[config.mk]
export PLATFORM = sky130hd
export DESIGN_NAME = disp_scan_mux
export DESIGN_NICKNAME = d
export VERILOG_FILES = /design/src/rtl/disp_scan_mux.sv
export SDC_FILE = /design/constraint.sdc
export NUM_CORES = 1
export LEC_CHECK = 0
export CAP_MARGIN = 20
export CORE_MARGIN = 3
export CORE_UTILIZATION = 45
export CTS_CLUSTER_DIAMETER = 150
export DETAILED_ROUTE_END_ITERATION = 10
export PLACE_DENSITY = 0.85
export SYNTH_ARGS = -nofsm -noshare
export SYNTH_HDL_FRONTEND = slang
export SYNTH_SLANG_ARGS = --single-unit
[constraint.sdc]
create_clock -name CLK -period 3.8 [get_ports CLK]
set_clock_uncertainty 0.2 [all_clocks]
set_input_delay 0.38 -clock CLK [delete_from_list [all_inputs] [get_ports CLK]]
set_output_delay 0.38 -clock CLK [all_outputs]
set_load 0.005 [all_outputs]
[src/rtl/disp_scan_mux.sv]
// Time-multiplexed display scanner: rotates a digit select across NDIG packed words at a prescaled rate.
// Optional anti-ghosting dead time at the start of every slot is enabled by defining DIGIT_GUARD_EN.
module disp_scan_mux #(
  parameter int NDIG     = 4,
  parameter int DW       = 4,
  parameter int PRESCALE = 50000,
  parameter int GUARD    = 4,
  localparam int SW      = $clog2(NDIG)
) (
  input  logic                 CLK,
  input  logic                 RST,
  input  logic                 EN,
  input  logic [NDIG*DW-1:0]   D_IN,
  input  logic [NDIG-1:0]      BLANK,
  output logic [DW-1:0]        D_OUT,
  output logic [SW-1:0]        SEL,
  output logic [NDIG-1:0]      AN,
  output logic                 SCAN_TICK
);

  // GUARD is always below PRESCALE, so the counter width is set by PRESCALE alone.
  localparam int CNT_SPAN = (PRESCALE > GUARD) ? PRESCALE : GUARD + 1;
  localparam int CW       = (CNT_SPAN > 2) ? $clog2(CNT_SPAN) : 1;

  localparam logic [CW-1:0] CNT_LAST = CW'(PRESCALE - 1);
  localparam logic [SW-1:0] SEL_LAST = SW'(NDIG - 1);

  logic [CW-1:0]   cnt_q, cnt_d;
  logic [SW-1:0]   sel_q, sel_d;
  logic [DW-1:0]   dout_q, dout_d;
  logic [NDIG-1:0] an_q, an_d;
  logic            tick_q, tick_d;
  logic            wrap;
  logic            blank_sel;

  assign wrap = EN && (cnt_q == CNT_LAST);

  always_comb begin
    cnt_d  = cnt_q;
    sel_d  = sel_q;
    tick_d = 1'b0;
    if (EN) begin
      cnt_d = wrap ? '0 : cnt_q + CW'(1);
    end
    if (wrap) begin
      sel_d  = (sel_q == SEL_LAST) ? '0 : sel_q + SW'(1);
      tick_d = 1'b1;
    end
  end

  // Outputs are registered from the next select value so data, anode and SEL change together.
  always_comb begin
    dout_d    = '0;
    blank_sel = 1'b0;
    for (int k = 0; k < NDIG; k++) begin
      if (sel_d == SW'(k)) begin
        dout_d    = D_IN[k*DW +: DW];
        blank_sel = BLANK[k];
      end
    end
  end

  always_comb begin
    an_d = '1;
    if (!blank_sel) begin
      an_d = ~(NDIG'(1) << sel_d);
    end
`ifdef DIGIT_GUARD_EN
    if (cnt_d < CW'(GUARD)) begin
      an_d = '1;
    end
`endif
  end

  always_ff @(posedge CLK) begin
    if (RST) begin
      cnt_q  <= '0;
      sel_q  <= '0;
      dout_q <= '0;
      an_q   <= '1;
      tick_q <= 1'b0;
    end else begin
      cnt_q  <= cnt_d;
      sel_q  <= sel_d;
      dout_q <= dout_d;
      an_q   <= an_d;
      tick_q <= tick_d;
    end
  end

  assign D_OUT     = dout_q;
  assign SEL       = sel_q;
  assign AN        = an_q;
  assign SCAN_TICK = tick_q;

endmodule

======== After elaboration in Yosys (flattened, before gate mapping) ========
Cells that the tools add are included.
word-level totals
  bits in registers ....................... 27
  output and inout bits ................... 11
  word-level logic and storage cells ...... 29
operators by class
  add/sub/neg operators ................... 2
  equality and inequality tests ........... 5
  shift operators ......................... 1
  muxes and demuxes ....................... 12
  bitwise gates (word level) .............. 1
  reductions and logical operators ........ 3
operator list
  operator                 number
  $add A16 B1 Y16 const B  1
  $eq A16 B16 Y1 const B   1
  $mux W16                 1
  $mux W4                  4
  $eq A2 B2 Y1 const B     3
  $mux W1                  5
  $mux W2                  2
  $not A4 Y4               1
  $shl A1 B2 Y4 const A    1
  $add A2 B1 Y2 const B    1
  $eq A2 B1 Y1 const B     1
  $logic_not A2 Y1         1
  $reduce_or A2 Y1         1
  $logic_and A1 B1 Y1      1

======== Longest topological paths before layout ========
  depth in word-level cells ............... 9
  depth in mapped cells ................... 6
  depth with buffers taken out ............ 6

======== Worst setup path before layout ========
Ideal clock, no wire load.
  path type ............................... register to register
  start point ............................. reg cnt_q[0]
  end point ............................... reg an_q[1] (netlist: AN[1])
  setup time .............................. 134 ps
  data arrival time ....................... 1688 ps
  required time ........................... 3466 ps
  setup slack ............................. 1778 ps
  stages on the path, launching flop included .. 6
  cells stage by stage .................... dfxtp_1 > ha_1 > and4_1 > nand4_4 > mux2_4 > or4_1
between the ends
  word-level cells in the longest chain between the ends .. 9
  elaborated cells on any way between the ends .. 14
ends and longest elaborated chain
  what                               line  source
  from (decl)                        28    logic [CW-1:0] cnt_q, cnt_d;
  from (signal assigned)             83    cnt_q <= cnt_d;
  $eq A16 B16 Y1 *                   36    assign wrap = EN && (cnt_q == CNT_LAST);
  $logic_and A1 B1 Y1 *              36
  $mux W2 *                          45    if (wrap) begin
  $logic_not A2 Y1                   56    if (sel_d == SW'(k)) begin
  $mux W1 (4 in series)              56
  $reduce_or A2 Y1 (no source line)  --
  to (signal assigned)               86    an_q <= an_d;
  to (decl)                          31    logic [NDIG-1:0] an_q, an_d;
Mark *: on every way between the ends. The rest lies on a longest branch, timed or not.
A chain may end at the register's enable or synchronous reset.

======== Worst setup path in the final report ========
  start point ............................. in EN
  end point ............................... reg an_q[1] (netlist: AN[1])
between the ends
  word-level cells in the longest chain between the ends .. 8
  elaborated cells on any way between the ends .. 13
ends and longest elaborated chain
  what                               line  source
  from (decl)                        12    input logic EN,
  $logic_and A1 B1 Y1 *              36
  $mux W2 *                          45
  $logic_not A2 Y1                   56
  $mux W1 (4 in series)              56
  $reduce_or A2 Y1 (no source line)  --
Marked as above.

==> impl_results.md <==
* Outcome: complete, no violations
* Largest net degree at the start of global routing at 17
* Post-Synthesis Cells at 125
* Non-Filler Instances at 190
* Post-synthesis mux area share at 0.06401
* Worst skew pair latency at between 0.3 and 0.4 ns
* Area Overhead vs Synth at 32.74%
* Main synth FF type: dfxtp_1
* Crit path kind: primary input to flip-flop
* Max-Cap Viols at 0
* Core Area at around 0.0025 mm^2
* Synth Area in Compound Gates at 0.08395
* Slowest stage delay, CP at 0.57 ns
* Main combinational cell family by area after synthesis: simple AND/OR/NAND/NOR gates
* Bufs and invs on worst path at 1
* Most common cell after layout, fill and taps aside: clkdlybuf4s50_1
* Root Buffer: clkbuf_4
* Seq/Total Area, Yosys at 0.4533
* Grt ovf at 0
* Critical Path RT at 3.81 ns
* Share of layout cells above drive strength 1 at 0.06250
* Ys Warns at 0
* CP arrival at 2.26 ns
* Die width at 57.48 um
* Iter 0 DRT Violations at 18
* Hold-fix buffers, CTS at 0
* Adder-Cell Fraction of Synth Area at 0.02099
* Cell area after placement at 0.001553 mm^2
* First-pass DRT Iterations at 4
* Power per cell area at 286.8 mW/mm^2
* Final Slew Violations at 0
* Max Fanout on Critical Path at 9
* Clock buffer count from CTS at 3
* Die height at 57.48 um
* Vias in the first global route at 1,013
* Initial antenna violation count at 0
* RSZ-0062 raised after global routing: no
* IO buf count at 33
* Drt drc at 0
* First-pass GRT wire length at approximately 4300 um
* Drt wl/cell at 12.79 um
* Worst Hold Class: flip-flop to flip-flop
* Fin crit period at 2.245 ns
* Initial core utilization at 0.4770
* Hold Vio Cnt, Final at 0
* Syn_nets at 150
* Cell row count at 18
* Setup TNS at 0 ns
* Lkg Pwr at about 0.56 nW
* Antenna Cells at 0
* XOR/XNOR share of the synthesized area at 0.08080
* H-tree levels at 1
* Mapped Area at 0.001192 mm^2
* DRT antenna net count at 0
* Nets at 186
* Design area at 0.001583 mm^2
* Setup slack at placement at 1.216 ns
* Clock sinks at 27
* Wirelength, routed at 2431 um
* Number of library cell types mapped by synthesis at 29
* Total GRT Usage at 0.1646
* Worst-Margin Slew at about 0.56 ns
* Setup repair bufs after CTS at 0
* Worst Setup Slack, final at ~1.6 ns
* Number of synthesized flops with an enable pin at 0
* Endpoints failing setup at 0
* Ys async rst share at 0
* Total vias in the final route at ~1,000
* Crit end category: flip-flop
* Placer congestion estimate at approximately 0.73
* Peak supply drop at 0.0002227 V
* Maximum clock path buffer count at 2
* Crit path launch type: primary input
* Worst-path cell chain: clkdlybuf4s50_1 -> and4_1 -> nand4_4 -> nor3_1 -> a21oi_1 -> or4_1
* Highest-delay cell along the critical path: clkdlybuf4s50_1
* Placed insts at 186
* Via density per instance at 5.332
* Post-CTS Resized at 0
* Worst-path clk slew at 0.14 ns
* Seq cells post-synth at 27
* Most frequent cells in the layout: 33 x clkdlybuf4s50_1, 27 x dfxtp_1, 15 x nor2_1
* Ports at 34
* Max Fclk at 0.4455 GHz
* Period utilization at 0.5907
* Total die area at approximately 0.0033 mm^2
* CTS tree: built
* Post-Syn Area per Cell at 9.539 um^2
* Critical path's top delay family: simple AND/OR/NAND/NOR gates
* Hpwl dp at 1956 um
* Relative slew slack at 0.6269
* Post-Synth Simple-Gate Area at 0.2781
## flip-flops by register name (all words and copies together) (netlist names)
register,count
AN,4
D_OUT,4
SEL,2
SCAN_TICK,1
cnt_q,16
## layer usage
metal  share of wire  wire, um  global-route usage  vias to the layer above
li1                -         -                   -                      514
met1            0.43      1042              0.2008                      459
met2            0.50      1212              0.2726                       36
met3           0.058       142             0.04751                        4
met4           0.014        34             0.06291                        0
met5               0         0                   0                        -
## path summary, 6_finish.rpt
| check | start | endpoint | slack, ns | cells after the start |
|---|---|---|---|---|
| setup / recovery | EN | AN[1] | 1.56 | 6 |
| hold reg to reg | cnt_q[1] | cnt_q[1] | 0.31 | 2 |
| setup reg to reg | cnt_q[0] | AN[1] | 1.62 | 6 |
| hold / removal | cnt_q[1] | cnt_q[1] | 0.31 | 2 |
## worst min-delay path, delay by kind of cell (launching register included)
kind / cells / cell delay, ns
flops: 1 / 0.35
simple gates: 1 / 0.07
compound gates: 1 / 0.06
## cell families (layout without fill, tap and decap cells)
group	count (synthesis)	after routing
xor+xnor	11	11
flops	27	27
buf+inv	6	41
fa+ha+maj	2	2
mux	7	7
compound gates	17	17
simple gates	55	55
## report_power, final
part | internal [mW] | leakage (nW) | switching, mW
combinational | 0.0290 | 0.327 | 0.0127
clock | 0.0403 | 0.0139 | 0.0824
sequential | 0.288 | 0.219 | 0.00207
## Yosys cell counts, types with 5 or more instances
cell type  number  share of area
or3_1           5          0.026
a21oi_1         6          0.025
nor3_1          6          0.025
mux2i_1         5          0.042
dfxtp_1        27           0.45
nand2_1         7          0.022
nor2_1         15          0.047
xnor2_1         7          0.051
## metrics by stage
step | util | hold WS (ns) | power (mW)
finish | 0.6331 | 0.3075 | 0.4540
global route | 0.6331 | 0.3394 | 0.4799
CTS | 0.6331 | 0.3126 | 0.4611
detailed placement | 0.6211 | 0.2935 | 0.3376
global placement | 0.6211 | 0.2778 | 0.3364
floorplan | - | 0.2576 | 0.3057
## final cells by class
class	instances	area, um^2
Multi-Input combinational cell	92	629.4
Timing Repair Buffer	33	330.3
Tap cell	30	37.54
Clock inverter	1	7.507
Inverter	4	15.01
Sequential cell	27	540.5
Clock buffer	3	22.52
Fill cell	202	917.1
No activity file was read; power rests on OpenSTA's default activity.
